==> config.mk <==
export PLATFORM = sky130hd
export DESIGN_NAME = pwm_capture_flat
export DESIGN_NICKNAME = d
export VERILOG_FILES = /design/src/rtl/pwm_capture_pkg.sv /design/src/rtl/pwm_capture_if.sv /design/src/rtl/pwm_capture_ch.sv /design/src/rtl/pwm_capture.sv /design/src/flat_wrapper.sv
export SDC_FILE = /design/constraint.sdc
export NUM_CORES = 1
export LEC_CHECK = 0
export CORE_MARGIN = 4
export CORE_UTILIZATION = 61
export DETAILED_ROUTE_END_ITERATION = 7
export GPL_ROUTABILITY_DRIVEN = 0
export PLACE_DENSITY = 0.94
export SLEW_MARGIN = 20
export SYNTH_ARGS = -nofsm -noshare
export SYNTH_HDL_FRONTEND = slang
export SYNTH_SLANG_ARGS = --single-unit
==> constraint.sdc <==
create_clock -name clk -period 27.1 [get_ports clk]
set_clock_uncertainty 0.1 [all_clocks]
set_input_delay 2.71 -clock clk [delete_from_list [all_inputs] [get_ports clk]]
set_output_delay 2.71 -clock clk [all_outputs]
set_load 0.02 [all_outputs]
==> src/rtl/pwm_capture_pkg.sv <==
// pwm_capture_pkg: shared types and defaults for the PWM input-capture block.
//   - cap_state_e      : per-channel capture FSM states
//   - DefaultChannels  : default number of capture channels
//   - DefaultWidth     : default width of the tick counters and result registers
package pwm_capture_pkg;

   localparam int unsigned DefaultChannels = 3;
   localparam int unsigned DefaultWidth    = 32;

   typedef enum logic [1:0] {
      StIdle,
      StWaitRise,
      StHigh,
      StLow
   } cap_state_e;

endpackage

==> src/rtl/pwm_capture_if.sv <==
// pwm_capture_if: control and result bundle of pwm_capture.
//   enable_i    [CHANNELS]        per-channel capture enable
//   prescaler_i [32]              shared tick divider (tick every prescaler_i+1 clk)
//   pwm_i       [CHANNELS]        asynchronous PWM inputs
//   period_o    [CHANNELS][WIDTH] last measured period in ticks
//   high_o      [CHANNELS][WIDTH] last measured high time in ticks
//   valid_o     [CHANNELS]        one-cycle strobe when results update
//   ovf_o       [CHANNELS]        reported cycle overflowed the counter (with valid_o)
// Modports: master drives the inputs (wrapper / bench), slave is the capture block.
interface pwm_capture_if import pwm_capture_pkg::*; #(
   parameter int unsigned CHANNELS = DefaultChannels,
   parameter int unsigned WIDTH    = DefaultWidth
) ();

   logic [CHANNELS-1:0]            enable_i;
   logic [31:0]                    prescaler_i;
   logic [CHANNELS-1:0]            pwm_i;
   logic [CHANNELS-1:0][WIDTH-1:0] period_o;
   logic [CHANNELS-1:0][WIDTH-1:0] high_o;
   logic [CHANNELS-1:0]            valid_o;
   logic [CHANNELS-1:0]            ovf_o;

   modport master (
      output enable_i, prescaler_i, pwm_i,
      input  period_o, high_o, valid_o, ovf_o
   );

   modport slave (
      input  enable_i, prescaler_i, pwm_i,
      output period_o, high_o, valid_o, ovf_o
   );

endinterface

==> src/rtl/pwm_capture_ch.sv <==
// pwm_capture_ch: one PWM capture channel.
// Synchronizes pwm_i, optionally glitch-filters it (PWM_CAPTURE_GLITCH_FILTER_EN),
// detects edges and measures period (rise to rise) and high time in ticks.
//   clk, rst   : clock, asynchronous active-high reset
//   tick_i     : shared prescaler tick
//   enable_i   : capture enable; low forces the FSM to idle
//   pwm_i      : asynchronous PWM input
//   period_o   : last period in ticks (saturating)
//   high_o     : last high time in ticks (saturating)
//   valid_o    : one-cycle strobe when period_o/high_o update
//   ovf_o      : reported cycle overflowed the counter
module pwm_capture_ch import pwm_capture_pkg::*; #(
   parameter int unsigned WIDTH = DefaultWidth
) (
   input  logic             clk,
   input  logic             rst,
   input  logic             tick_i,
   input  logic             enable_i,
   input  logic             pwm_i,
   output logic [WIDTH-1:0] period_o,
   output logic [WIDTH-1:0] high_o,
   output logic             valid_o,
   output logic             ovf_o
);

   localparam logic [WIDTH-1:0] CntMax = '1;

   // Input path
   logic [1:0] sync_q;
   logic       level_d;
   logic       cur_q;
   logic       prev_q;
   logic       rise;
   logic       fall;

   always_ff @(posedge clk or posedge rst) begin
      if (rst) begin
         sync_q <= '0;
      end else begin
         sync_q <= {sync_q[0], pwm_i};
      end
   end

`ifdef PWM_CAPTURE_GLITCH_FILTER_EN
   // Synchronizer output plus two history samples form the 3-sample window;
   // the level only moves when the whole window agrees.
   logic [1:0] hist_q;

   always_ff @(posedge clk or posedge rst) begin
      if (rst) begin
         hist_q <= '0;
      end else begin
         hist_q <= {hist_q[0], sync_q[1]};
      end
   end

   always_comb begin
      level_d = cur_q;
      if (sync_q[1] && (&hist_q)) begin
         level_d = 1'b1;
      end else if (!sync_q[1] && !(|hist_q)) begin
         level_d = 1'b0;
      end
   end
`else
   assign level_d = sync_q[1];
`endif

   always_ff @(posedge clk or posedge rst) begin
      if (rst) begin
         cur_q  <= 1'b0;
         prev_q <= 1'b0;
      end else begin
         cur_q  <= level_d;
         prev_q <= cur_q;
      end
   end

   assign rise = cur_q & ~prev_q;
   assign fall = ~cur_q & prev_q;

   // Measurement state
   cap_state_e       state_q, state_d;
   logic [WIDTH-1:0] cnt_q, cnt_d;
   logic             ovf_q, ovf_d;
   logic [WIDTH-1:0] high_lat_q, high_lat_d;
   logic [WIDTH-1:0] period_q, period_d;
   logic [WIDTH-1:0] high_q, high_d;
   logic             valid_q, valid_d;
   logic             ovf_rep_q, ovf_rep_d;

   logic             at_max;
   logic             wrap;
   logic [WIDTH-1:0] cnt_inc;

   // Saturating count including the current tick; wrap marks a tick lost to saturation.
   assign at_max  = (cnt_q == CntMax);
   assign wrap    = at_max & tick_i;
   assign cnt_inc = at_max ? cnt_q : cnt_q + {{(WIDTH-1){1'b0}}, tick_i};

   always_comb begin
      state_d    = state_q;
      cnt_d      = cnt_q;
      ovf_d      = ovf_q;
      high_lat_d = high_lat_q;
      period_d   = period_q;
      high_d     = high_q;
      valid_d    = 1'b0;
      ovf_rep_d  = 1'b0;

      if (!enable_i) begin
         state_d = StIdle;
         cnt_d   = '0;
         ovf_d   = 1'b0;
      end else begin
         unique case (state_q)
            StIdle: begin
               state_d = StWaitRise;
               cnt_d   = '0;
            end
            StWaitRise: begin
               if (rise) begin
                  cnt_d   = '0;
                  state_d = StHigh;
               end
            end
            StHigh: begin
               if (rise) begin
                  // Missed fall: the whole cycle counts as high.
                  period_d  = cnt_inc;
                  high_d    = cnt_inc;
                  valid_d   = 1'b1;
                  ovf_rep_d = ovf_q | wrap;
                  cnt_d     = '0;
                  ovf_d     = 1'b0;
               end else begin
                  cnt_d = cnt_inc;
                  ovf_d = ovf_q | wrap;
                  if (fall) begin
                     high_lat_d = cnt_inc;
                     state_d    = StLow;
                  end
               end
            end
            StLow: begin
               if (rise) begin
                  period_d  = cnt_inc;
                  high_d    = high_lat_q;
                  valid_d   = 1'b1;
                  ovf_rep_d = ovf_q | wrap;
                  cnt_d     = '0;
                  ovf_d     = 1'b0;
                  state_d   = StHigh;
               end else begin
                  cnt_d = cnt_inc;
                  ovf_d = ovf_q | wrap;
               end
            end
            default: state_d = StIdle;
         endcase
      end
   end

   always_ff @(posedge clk or posedge rst) begin
      if (rst) begin
         state_q    <= StIdle;
         cnt_q      <= '0;
         ovf_q      <= 1'b0;
         high_lat_q <= '0;
         period_q   <= '0;
         high_q     <= '0;
         valid_q    <= 1'b0;
         ovf_rep_q  <= 1'b0;
      end else begin
         state_q    <= state_d;
         cnt_q      <= cnt_d;
         ovf_q      <= ovf_d;
         high_lat_q <= high_lat_d;
         period_q   <= period_d;
         high_q     <= high_d;
         valid_q    <= valid_d;
         ovf_rep_q  <= ovf_rep_d;
      end
   end

   assign period_o = period_q;
   assign high_o   = high_q;
   assign valid_o  = valid_q;
   assign ovf_o    = ovf_rep_q;

endmodule

==> src/rtl/pwm_capture.sv <==
// pwm_capture: multi-channel PWM input capture.
// Holds the shared tick prescaler and CHANNELS independent pwm_capture_ch instances.
// Optional glitch filter per channel: define PWM_CAPTURE_GLITCH_FILTER_EN.
//   clk  : system clock
//   rst  : asynchronous active-high reset
//   bus  : pwm_capture_if.slave (enable_i, prescaler_i, pwm_i in;
//          period_o, high_o, valid_o, ovf_o out)
module pwm_capture import pwm_capture_pkg::*; #(
   parameter int unsigned CHANNELS = DefaultChannels,
   parameter int unsigned WIDTH    = DefaultWidth
) (
   input logic          clk,
   input logic          rst,
   pwm_capture_if.slave bus
);

   // Prescaler: >= compare so a lowered prescaler_i ends the count at once.
   logic [31:0] pre_cnt_q, pre_cnt_d;
   logic        tick;

   assign tick = (pre_cnt_q >= bus.prescaler_i);

   always_comb begin
      pre_cnt_d = tick ? 32'd0 : pre_cnt_q + 32'd1;
   end

   always_ff @(posedge clk or posedge rst) begin
      if (rst) begin
         pre_cnt_q <= '0;
      end else begin
         pre_cnt_q <= pre_cnt_d;
      end
   end

   logic [CHANNELS-1:0][WIDTH-1:0] period;
   logic [CHANNELS-1:0][WIDTH-1:0] high;
   logic [CHANNELS-1:0]            valid;
   logic [CHANNELS-1:0]            ovf;

   for (genvar c = 0; c < CHANNELS; c++) begin : g_ch
      pwm_capture_ch #(
         .WIDTH (WIDTH)
      ) u_ch (
         .clk      (clk),
         .rst      (rst),
         .tick_i   (tick),
         .enable_i (bus.enable_i[c]),
         .pwm_i    (bus.pwm_i[c]),
         .period_o (period[c]),
         .high_o   (high[c]),
         .valid_o  (valid[c]),
         .ovf_o    (ovf[c])
      );
   end

   assign bus.period_o = period;
   assign bus.high_o   = high;
   assign bus.valid_o  = valid;
   assign bus.ovf_o    = ovf;

endmodule

==> src/flat_wrapper.sv <==
// flat-port wrapper written by rule: the top's interface ports become plain ports
module pwm_capture_flat import pwm_capture_pkg::*;
#(
   parameter int unsigned CHANNELS = DefaultChannels,
   parameter int unsigned WIDTH    = DefaultWidth
)
  (clk, rst, bus_enable_i, bus_prescaler_i, bus_pwm_i, bus_period_o, bus_high_o, bus_valid_o, bus_ovf_o);
  pwm_capture_if #(.CHANNELS(CHANNELS), .WIDTH(WIDTH)) bus_i ();
  input logic clk;
  input logic rst;
  input wire logic [$bits(bus_i.enable_i)-1:0] bus_enable_i;
  input wire logic [$bits(bus_i.prescaler_i)-1:0] bus_prescaler_i;
  input wire logic [$bits(bus_i.pwm_i)-1:0] bus_pwm_i;
  output wire logic [$bits(bus_i.period_o)-1:0] bus_period_o;
  output wire logic [$bits(bus_i.high_o)-1:0] bus_high_o;
  output wire logic [$bits(bus_i.valid_o)-1:0] bus_valid_o;
  output wire logic [$bits(bus_i.ovf_o)-1:0] bus_ovf_o;
  assign bus_i.enable_i = bus_enable_i;
  assign bus_i.prescaler_i = bus_prescaler_i;
  assign bus_i.pwm_i = bus_pwm_i;
  assign bus_period_o = bus_i.period_o;
  assign bus_high_o = bus_i.high_o;
  assign bus_valid_o = bus_i.valid_o;
  assign bus_ovf_o = bus_i.ovf_o;
  pwm_capture #(.CHANNELS(CHANNELS), .WIDTH(WIDTH)) u_core (.clk(clk), .rst(rst), .bus(bus_i));
endmodule
### Word level (Yosys, flattened, before mapping)

Index checks and enable logic that the tools add are counted.

* muxes and demuxes: 67
* reduce and logical (&&, ||, !) cells: 24
* bitwise operators: 21
* add/sub/neg operators: 4
* equality and inequality tests: 33
* $lt $le $gt $ge: 1

Operators by type and width (number)
* two-way mux 32 bit: 19
* case mux 32 bit (3 select lines): 3
* case mux 32 bit (2 select lines): 3
* adder 32 x 1 -> 32 bit: 3
* == test 32 bit (second input constant): 3
* adder 32 x 1 -> 32 bit (second input constant): 1
* greater-or-equal comparator 32 bit: 1
* two-way mux 1 bit: 27
* inequality test 3 bit (second input constant): 9
* two-way mux 2 bit: 12
* AND reduction 4 bit: 6
* inequality test 2 bit (second input constant): 9
* case mux 2 bit (3 select lines): 3
* AND reduction 3 bit: 6
* == test 2 bit (second input constant): 6
* OR reduction 2 bit: 6
* AND 1 bit: 9
* inequality test 3 x 2 -> 1 bit (second input constant): 3
* NOT 1 bit: 9
* == test 2 x 1 -> 1 bit (second input constant): 3
* logical NOT 2 bit: 3
* nonzero test 2 bit: 3
* OR 1 bit: 3

* register bits after elaboration: 443
* logic and storage cells: 184
* input port bits: 40
* output and inout port bits: 198

### Logic depth before layout (Yosys ltp)

Gate-level depths: netlist of run 1.

* word-level depth: 6
* gate-level depth with buffers: 19
* mapped depth without buffers: 16

### Modules after synthesis

A second synthesis of run 1 with hierarchy kept.

* cells, all modules: 2378
* area total of the unflattened synthesis: 21898.5 um^2

By module, submodules not included
* pwm_capture_ch at u_core.g_ch[0].u_ch ...: cells each 687, instances 2, area an instance 6403.6 um^2
* pwm_capture_ch at u_core.g_ch[2].u_ch: cells each 726, instances 1, area an instance 6667.6 um^2
* pwm_capture: cells each 278, instances 1, area an instance 2423.6 um^2

### Least setup slack after synthesis of run 1

Ideal clock, no wire load.

* kind: input -> register
* from: input port bus_prescaler_i[29]
* to: register u_core.g_ch[1].u_ch.high_q[28]
* data required time: 26.856 ns
* data arrival time: 6.459 ns
* library setup time: 0.144 ns
* slack: 20.398 ns
* buffers on the path: 1
* stages on the path: 17
* cells stage by stage: inv_1 > ha_1 > and4_1 > nand4_1 > or4_1 > a31oi_1 > nor2_1 > inv_1 > buf_1 > ha_1 > ha_1 > nand3_1 > or4_4 > a211oi_2 > nand2_1 > xor2_1 > a21oi_1

* longest elaborated chain between the ends: 5

Ends and longest elaborated chain
* start, declared: line flat_wrapper.sv:12 `input wire logic [$bits(bus_i.prescaler_i)-1:0] bus_prescaler_i;`
* greater-or-equal comparator 32 bit: line pwm_capture.sv:21 `assign tick = (pre_cnt_q >= bus.prescaler_i);`
* adder 32 x 1 -> 32 bit: line pwm_capture_ch.sv:99 `assign cnt_inc = at_max ? cnt_q : cnt_q + {{(WIDTH-1){1'b0}}, tick_i};`
* two-way mux 32 bit: line pwm_capture_ch.sv:99
* two-way mux 32 bit: line pwm_capture_ch.sv:128 `if (rise) begin`
* case mux 32 bit (2 select lines): line pwm_capture_ch.sv:116 `unique case (state_q)`
* end signal, assigned: line pwm_capture_ch.sv:180 `high_q <= high_d;`
* end, declared: line pwm_capture_ch.sv:88 `logic [WIDTH-1:0] high_q, high_d;`

Every way passes these cells. The select of a mux whose other input is x is not followed.
A chain may end at the register's enable or synchronous reset.

### Final worst setup path of run 1

* from: input port bus_prescaler_i[29]
* to: register u_core.g_ch[1].u_ch.high_lat_q[26]

* longest elaborated chain between the ends: 3

Ends and longest elaborated chain
* greater-or-equal comparator 32 bit: line pwm_capture.sv:21
* adder 32 x 1 -> 32 bit: line pwm_capture_ch.sv:99
* two-way mux 32 bit: line pwm_capture_ch.sv:99
* end signal, assigned: line pwm_capture_ch.sv:178 `high_lat_q <= high_lat_d;`
* end, declared: line pwm_capture_ch.sv:86 `logic [WIDTH-1:0] high_lat_q, high_lat_d;`

Every way passes these cells.

==> results.toml, run 1 <==
[routing]
drc_errors = 0
dr.pass1.iters = 6
via_per_inst = 6.48
avgRoutedWirePerCell_um = 20.3
drt_iter0_drc = 2228
vias = 19417
antenna_left = 0
drt_wl_total_mm = 60.9

[worst_setup_path]
critPathCaptureType = "flip-flop"
r2r_cells = 15
cp.arrival_ps = 7890
critPathLaunch = "bus_prescaler_i[29]"
cp-endpoint = "u_core.g_ch[1].u_ch.high_lat_q[26]"
crit_type = "input pin to flip-flop"
worstPathCellList = "clkdlybuf4s50_1, inv_1, ha_1, and4_1, nand4_1, or4_1, a31oi_1, nor2_1, inv_2, ha_1, ha_1, nand3_1, or4_4, a211oi_2, nand2_1, xor2_1, o21ai_0"
regToRegSetupSlack_ps = 21710
crit_buf_inv = 3
cp_slowest_stage_delay_ps = 560
cp_top_family = "simple AND/OR/NAND/NOR gates"
cpMaxStageDelayCell = "or4_1"
cp_max_fo = 35
cpMostUsedCell = "ha_1"
r2r_start = "u_core.pre_cnt_q[29]"
r2r_end = "u_core.g_ch[1].u_ch.high_lat_q[26]"
worst-path-stages = 17
worstPathRequired_ps = 27410
startpoint_type = "input pin"

[layout]
final_core_util = 0.738
seqCellArea_sq_um = 11100
final_layout_size_suffix_gt1_frac = 0.0527
fillerInstances = 2251
fin_area_sq_um = 25700
final_cell_mix = "443 x dfrtp_1, 348 x nand2_1, 348 x o21ai_0"
antenna_cells = 0
area_growth_syn_to_layout_pct = 18.5
fin_nets = 2585
final_common_cell = "dfrtp_1"
multi_input_area_sq_um = 9690

[yosys]
synth_edf_count = 0
synth_seq_area_share = 0.511
yosys_warnings = 0
async_flop_share = 1.00
synth-main-ff-cell = "dfrtp_1"
synthCells = 2375
syn_avg_cell_area_sq_um = 9.13
muxShareOfSynthArea = 0.00883
synth_fa_ha_area_frac = 0.0225
yosysUniqueCellTypes = 72
synthXorXnorAreaFrac = 0.0420
synth-seq-cells = 443
synth_compound_area_frac = 0.173
synth_nets = 2454
synth_simple_gate_area_share = 0.199
synth_top_family_by_area = "simple AND/OR/NAND/NOR gates"
syn_area_sq_um = 21700

[timing]
final.setup.tns_ps = 0
clock.fmax_ghz = 0.132
fin_crit_sh = 0.280
finalHoldViolCount = 0
post-route-min-period_ps = 7580
rsz0062_at_grt = "no"
drv_slew = 0
setup_viol = 0
tightest_slew_ps = 1130
max-slew-margin-rel = 0.244

[die]
io-pin-count = 238
die_h_um = 197
start_util = 0.623
fp.coreArea_sq_um = 34800
die_x_um = 197
die-area_sq_um = 38600
row_count = 68

[clocking]
numCtsBuffers = 46
cts.sinks = 443
clockRootBuffer = "clkbuf_16"
clk_pin_slew_ps = 60
tritoncts = "built"
postCtsSetupBuffers = 0
clockBufferDepth = 3
cts_hold_buf = 0
insertion_delay_ps = 570
cts_max_level = 2
cts_resized = 0

[place]
portBuffers = 237
dpl_cell_area_sq_um = 24100
post-dp-hpwl_mm = 38.8

[power]
p_switching_uw = 399
peakVddDrop_uv = 57.3
power_density_nw_per_um2 = 60.4
p_leak_nw = 11.1
p_sw_frac = 0.257
p_total_mw = 1.55
p_seq_frac = 0.467
clockPowerShare = 0.420
p_int_mw = 1.15
comb_power_share = 0.114

[grt]
grt_pass1_wl_mm = 99.2
grt_pass1_vias = 19120
grt_max_degree = 185
groute.usage.overall = 0.309
antenna_found_initial = 0
overflow = 0

[job]
drv_cap = 0

[outcome]
status = "complete, no violations"

[worst_hold_path]
hp-class = "flip-flop to flip-flop"
cell families after synthesis:
group                      after synthesis
xor gates and xnor gates               104
and+or+nand+nor                        870
AOI/OAI and AO/OA                      662
DFF                                    443
muxes                                   19
adders and majority gates               39
buffers and inverters                  238
final cells by class:
| class | count | share of cell area |
|---|---|---|
| flip-flops and latches | 443 | 0.432 |
| multi-input cells | 1694 | 0.377 |
| repair buffers | 257 | 0.0987 |
| clock buffers | 64 | 0.0526 |
| well taps | 455 | 0.0222 |
| inverters | 64 | 0.00964 |
| clock inverters | 19 | 0.00799 |
how the worst min path moves through the flow:
stage	startpoint	endpoint	slack (ps)	depth (start not counted)
after detailed placement	u_core.g_ch[2].u_ch.sync_q[1]	u_core.g_ch[2].u_ch.cur_q	240	0
after CTS	u_core.g_ch[2].u_ch.sync_q[1]	u_core.g_ch[2].u_ch.cur_q	250	0
after floorplan	u_core.g_ch[0].u_ch.sync_q[1]	u_core.g_ch[0].u_ch.cur_q	230	0
after global routing	u_core.g_ch[2].u_ch.sync_q[1]	u_core.g_ch[2].u_ch.cur_q	260	0
final	u_core.g_ch[0].u_ch.sync_q[1]	u_core.g_ch[0].u_ch.cur_q	240	0
after global placement	u_core.g_ch[0].u_ch.sync_q[1]	u_core.g_ch[0].u_ch.cur_q	240	0
per-layer routing:
metal  global-route usage  vias up  routed length (um)
li1                     -     8641                   -
met1                0.415     9344               23400
met2                0.508     1197               29300
met3               0.0568      235                5870
met4                0.112        0                2320
met5                    0        -                   0
power groups by stage:
stage | combinational, mW | sequential, mW | clock, mW
2_1_floorplan | 0.0740 | 0.752 | 0
3_3_place_gp | 0.165 | 0.732 | 0
3_5_place_dp | 0.173 | 0.734 | 0
4_1_cts | 0.177 | 0.723 | 0.656
5_1_grt | 0.191 | 0.727 | 0.684
6_report | 0.176 | 0.725 | 0.651
synth_stat cells, types with 10 or more instances:
cell type	count	area share
a31oi_1	63	0.018
o22ai_1	14	0.0040
nor2b_1	10	0.0029
mux2i_1	18	0.0083
nor2_1	105	0.018
buf_2	17	0.0039
nor4_1	12	0.0035
ha_1	39	0.023
and4_1	18	0.0073
and2_1	19	0.0055
xor2_1	53	0.021
nor3_1	47	0.011
nand2b_1	17	0.0049
or3_1	40	0.012
a21o_1	18	0.0062
nand2_1	348	0.060
clkbuf_1	147	0.025
and3_1	60	0.017
xnor2_1	51	0.021
o21ai_0	348	0.080
nand4_1	34	0.0098
a21oi_1	137	0.032
o31ai_1	22	0.0076
dfrtp_1	443	0.51
inv_1	64	0.011
nand3_1	125	0.029
per-stage QoR:
stage / setup slack [ps] / std cells / hold slack (ps)
final: 19520 / 2996 / 243
after global routing: 19170 / 2996 / 261
after CTS: 19570 / 2996 / 250
after detailed placement: 19030 / 2913 / 236
after global placement: 19030 / 2913 / 236
after floorplan: 11950 / 2375 / 231
sequential cells by signal, summed over array words and instances (netlist names):
signal and flops:
u_core.g_ch.u_ch.valid_o 3, u_core.g_ch.u_ch.prev_q 3, u_core.g_ch.u_ch.cur_q 3, u_core.g_ch.u_ch.state_q 6, u_core.g_ch.u_ch.high_o 96, u_core.g_ch.u_ch.high_lat_q 96, u_core.g_ch.u_ch.cnt_q 96, u_core.g_ch.u_ch.sync_q 6
u_core.g_ch.u_ch.period_o 96, u_core.pre_cnt_q 32, u_core.g_ch.u_ch.ovf_o 3, u_core.g_ch.u_ch.ovf_q 3
No activity file was read; power rests on OpenSTA's default activity.
==> run 2, diff against run 1 <==
Settings changed: CORE_UTILIZATION 61 to 57, PLACE_DENSITY 0.94 to 0.9.
Clock period 27.1 ns to 7.7 ns, I/O delays scaled along.
==> run 2 against run 1 <==
Against the previous run: clock power grew to 3.5 times the previous value; total power grew to 3.5 times the previous value; final cell count is 1.8% higher; critical endpoint is now u_core.g_ch[1].u_ch.period_o[16]; highest routed layer unchanged.
==> results.toml, run 2 (synthesis results as in run 1) <==
[outcome]
status = "complete, no violations"

[clocking]
tritoncts = "built"
numCtsBuffers = 46
clockRootBuffer = "clkbuf_16"
cts_hold_buf = 0
postCtsSetupBuffers = 0
insertion_delay_ps = 580
cts_resized = 0
clockBufferDepth = 3
cts_max_level = 2
clk_pin_slew_ps = 70
cts.sinks = 443

[place]
post-dp-hpwl_mm = 38.4
dpl_cell_area_sq_um = 24200
portBuffers = 237

[die]
io-pin-count = 238
row_count = 71
fp.coreArea_sq_um = 37600
die_h_um = 203
die_x_um = 203
die-area_sq_um = 41200
start_util = 0.577

[layout]
fin_area_sq_um = 25800
fin_nets = 2584
final_common_cell = "dfrtp_1"
multi_input_area_sq_um = 9720
antenna_cells = 0
final_core_util = 0.686
final_cell_mix = "443 x dfrtp_1, 348 x nand2_1, 348 x o21ai_0"
final_layout_size_suffix_gt1_frac = 0.0524
fillerInstances = 2717
area_growth_syn_to_layout_pct = 18.9
seqCellArea_sq_um = 11100

[routing]
drt_iter0_drc = 2119
avgRoutedWirePerCell_um = 19.7
vias = 19185
dr.pass1.iters = 6
drt_wl_total_mm = 60.0
drc_errors = 0
antenna_left = 0
via_per_inst = 6.29

[timing]
max-slew-margin-rel = 0.248
fin_crit_sh = 0.726
final.setup.tns_ps = 0
setup_viol = 0
post-route-min-period_ps = 5590
tightest_slew_ps = 1130
hold_ws_ps = 246
clock.fmax_ghz = 0.179
drv_slew = 0
finalHoldViolCount = 0
rsz0062_at_grt = "no"

[power]
peakVddDrop_uv = 201
p_switching_mw = 1.39
power_density_nw_per_um2 = 211
comb_power_share = 0.114
p_sw_frac = 0.255
p_int_mw = 4.06
p_seq_frac = 0.467
clockPowerShare = 0.419
p_leak_nw = 11.1

[worst_setup_path]
cp_slowest_stage_delay_ps = 580
cp_max_fo = 34
worstPathCellList = "clkdlybuf4s50_1, inv_1, ha_1, and4_1, nand4_1, or4_1, a31oi_1, nor2_1, inv_1, buf_4, ha_1, ha_1, nand3_1, or4_4, a21oi_1, nand3_1, xor2_1, o21ai_0"
worstPathRequired_ps = 8020
cpMostUsedCell = "ha_1"
startpoint_type = "input pin"
critPathCaptureType = "flip-flop"
cpMaxStageDelayCell = "or4_1"
cp.arrival_ps = 5900
crit_type = "input pin to flip-flop"

[grt]
groute.usage.overall = 0.282
grt_pass1_vias = 18800
grt_max_degree = 178
antenna_found_initial = 0
overflow = 0
grt_pass1_wl_mm = 96.8

[worst_hold_path]
hp-class = "flip-flop to flip-flop"

[job]
drv_cap = 0
run 2: changes by cell type in the layout (fill, tap and decap cells not counted), moves of 2 or more:
cell      previous run  this run
buf_4               19        17
clkbuf_8            11        15
clkinv_2            12         9
nor2_2               2         0
nor2_4               0         2
run 2: critical path: cells and delay by family:
kind / cells / cell delay [ps]
simple gates: 7 / 2060
buf+inv: 4 / 990
compound gates: 3 / 940
fa+ha+maj: 3 / 870
xor+xnor: 1 / 260
run 2: worst paths after layout:
path / start / end / slack, ps / cells past startpoint
setup / recovery: bus_prescaler_i[29] / u_core.g_ch[1].u_ch.period_o[16] / 2110 / 18
hold / removal: u_core.g_ch[0].u_ch.sync_q[1] / u_core.g_ch[0].u_ch.cur_q / 250 / 0
setup reg to reg: u_core.pre_cnt_q[29] / u_core.g_ch[1].u_ch.period_o[16] / 2360 / 16
hold reg to reg: u_core.g_ch[0].u_ch.sync_q[1] / u_core.g_ch[0].u_ch.cur_q / 250 / 0
max in group asynchronous: rst / u_core.g_ch[2].u_ch.period_o[30] / 5550 / 3
min in group asynchronous: rst / u_core.g_ch[1].u_ch.high_lat_q[6] / 520 / 2
run 2: power groups by stage:
stage	clock network, mW	registers [mW]	logic [mW]
after global routing	2.41	2.56	0.674
after detailed placement	0	2.58	0.617
after CTS	2.31	2.54	0.624
after floorplan	0	2.65	0.261
final	2.28	2.54	0.620
after global placement	0	2.57	0.589
run 2: layout make-up:
class / count / area share
inverters: 64 / 0.00946
clock inverters: 14 / 0.00592
well taps: 511 / 0.0248
multi-input cells: 1694 / 0.377
repair buffers: 256 / 0.0985
flip-flops and latches: 443 / 0.430
clock buffers: 67 / 0.0544
run 2: stage by stage:
step	total power [mW]	instances	setup WS, ps
final	5.45	3049	2110
after floorplan	2.91	2375	843
after global placement	3.16	2968	2080
after CTS	5.48	3049	2260
after detailed placement	3.20	2968	1710
after global routing	5.64	3049	1770
run 2: per-layer routing:
layer / track usage / vias up / routed length [um]
li1: - / 8616 / -
met1: 0.372 / 9350 / 23500
met2: 0.475 / 1054 / 29700
met3: 0.0537 / 165 / 5180
met4: 0.0911 / 0 / 1670
met5: 0 / - / 0
==> run 3, diff against run 2 <==
Settings changed: CORE_UTILIZATION 57 to 52, PLACE_DENSITY 0.9 to 0.86.
Clock period 7.7 ns to 4.65 ns, I/O delays scaled along.
==> run 3 against run 2 <==
Against the previous run: first-iteration DRC count shrank 0.47%; routed wire length is 0.60% higher; register-to-register slack worse by 2000 ps; worst hold slack got worse by 13 ps; utilization shrank 4.9 points; via count up 1.4%; highest routed layer is now met5.
==> results.toml, run 3 (synthesis results as in run 1) <==
[worst_setup_path]
critPathLaunch = "u_core.pre_cnt_q[29]"
cp-endpoint = "u_core.g_ch[1].u_ch.period_o[22]"
r2r_start = "u_core.pre_cnt_q[29]"
r2r_cells = 15
critPathCaptureType = "flip-flop"
cp_max_fo = 4
regToRegSetupSlack_ps = 380
r2r_end = "u_core.g_ch[1].u_ch.period_o[22]"
startpoint_type = "flip-flop"
cp.arrival_ps = 4580
crit_type = "flip-flop to flip-flop"
worstPathRequired_ps = 4960

[grt]
overflow = 0
groute.usage.overall = 0.261
antenna_found_initial = 3
grt_max_degree = 111
grt_pass1_vias = 18995
grt_pass1_wl_mm = 97.1

[timing]
drv_slew = 0
max-slew-margin-rel = 0.297
rsz0062_at_grt = "no"
fin_crit_sh = 0.919
tightest_slew_ps = 1050
fin_ws_ps = 377
clock.fmax_ghz = 0.234
finalHoldViolCount = 0
setup_viol = 0
post-route-min-period_ps = 4270

[place]
placedCellCount = 3041
place_ws_ps = -78.4
portBuffers = 237
post-dp-hpwl_mm = 40.3

[power]
power_density_nw_per_um2 = 341
peakVddDrop_uv = 302
p_leak_nw = 11.3

[layout]
fin_nets = 2636
final_layout_size_suffix_gt1_frac = 0.0694
final_common_cell = "dfrtp_1"
final_cells = 3126
final_cell_mix = "443 x dfrtp_1, 348 x nand2_1, 348 x o21ai_0"
area_growth_syn_to_layout_pct = 20.6
fillerInstances = 3086

[worst_hold_path]
hp-class = "input pin to flip-flop"

[routing]
antenna_left = 0
drt_iter0_drc = 2109
dr.pass1.iters = 6
avgRoutedWirePerCell_um = 19.3
drt_wl_total_mm = 60.3
drc_errors = 0
via_per_inst = 6.23
vias = 19462

[clocking]
cts.sinks = 443
postCtsSetupBuffers = 0
numCtsBuffers = 46
cts_max_level = 2
clockBufferDepth = 3
cts_hold_buf = 0
insertion_delay_ps = 570
clk_pin_slew_ps = 60
tritoncts = "built"
clockRootBuffer = "clkbuf_16"
cts_resized = 0

[die]
die_h_um = 212
die_x_um = 212
fp.coreArea_sq_um = 41000
die-area_sq_um = 45000
row_count = 74
start_util = 0.529
io-pin-count = 238

[job]
drv_cap = 0

[outcome]
status = "complete, no violations"
-- run 3: cell types whose count changed in the layout (fill, tap and decap cells not counted), sizes merged --
cell and delta:
inv +1, clkbuf -1, bufinv -1, buf +52
clkinvlp +1, clkinv +2, diode +2
-- run 3: report_power, final --
part	internal [mW]	switching (mW)
clock network	2.10	1.55
registers	4.04	0.173
logic	0.442	0.602
-- run 3: metrics by stage --
stage / total power, mW / TNS, ps / hold slack [ps] / utilization / instance area (sq um)
floorplan: 4.81 / -842680 / 231 / - / 21700
global placement: 5.26 / -6.51 / 237 / 0.601 / 24600
detailed placement: 5.31 / -873 / 236 / 0.601 / 24700
CTS: 8.98 / 0 / 197 / 0.637 / 26100
global route: 9.24 / 0 / 223 / 0.637 / 26100
finish: 8.91 / 0 / 233 / 0.638 / 26100
-- run 3: how the worst min path moves through the flow --
| stage | startpoint | end | slack [ps] | cells after the start |
|---|---|---|---|---|
| 6_report | bus_pwm_i[0] | u_core.g_ch[0].u_ch.sync_q[0] | 230 | 1 |
| 3_5_place_dp | u_core.g_ch[1].u_ch.sync_q[0] | u_core.g_ch[1].u_ch.sync_q[1] | 240 | 0 |
| 4_1_cts | bus_pwm_i[0] | u_core.g_ch[0].u_ch.sync_q[0] | 200 | 1 |
| 5_1_grt | bus_pwm_i[0] | u_core.g_ch[0].u_ch.sync_q[0] | 220 | 1 |
| 2_1_floorplan | u_core.g_ch[0].u_ch.sync_q[1] | u_core.g_ch[0].u_ch.cur_q | 230 | 0 |
| 3_3_place_gp | u_core.g_ch[2].u_ch.sync_q[1] | u_core.g_ch[2].u_ch.cur_q | 240 | 0 |
-- run 3: metal layers --
metal	global-route usage	wire length, um	up-vias
met5	0	27	-
met4	0.107	2340	4
met3	0.0475	4970	193
met2	0.428	29100	1054
met1	0.347	23900	9479
li1	-	-	8732
-- run 3: critical path: stages, from the launching register on --
cell,delay (ps)
dfrtp_1,430
ha_1,320
and4_1,220
nand4_1,110
or4_1,520
a31oi_1,250
nor2_1,110
inv_1,160
ha_1,260
ha_1,190
nand3_1,100
or4_4,490
a211o_1,330
nor2_1,180
xnor2_1,210
o21ai_0,130
-- run 3: final cells by class --
cell class	instances	area [sq um]	area share
Sequential cell	443	11100	0.424
Clock inverter	17	153	0.00584
Antenna cell	2	5.00	0.000191
Timing Repair Buffer	308	2970	0.113
Tap cell	532	666	0.0255
Inverter	64	244	0.00933
Multi-Input combinational cell	1694	9700	0.371
Clock buffer	66	1330	0.0508
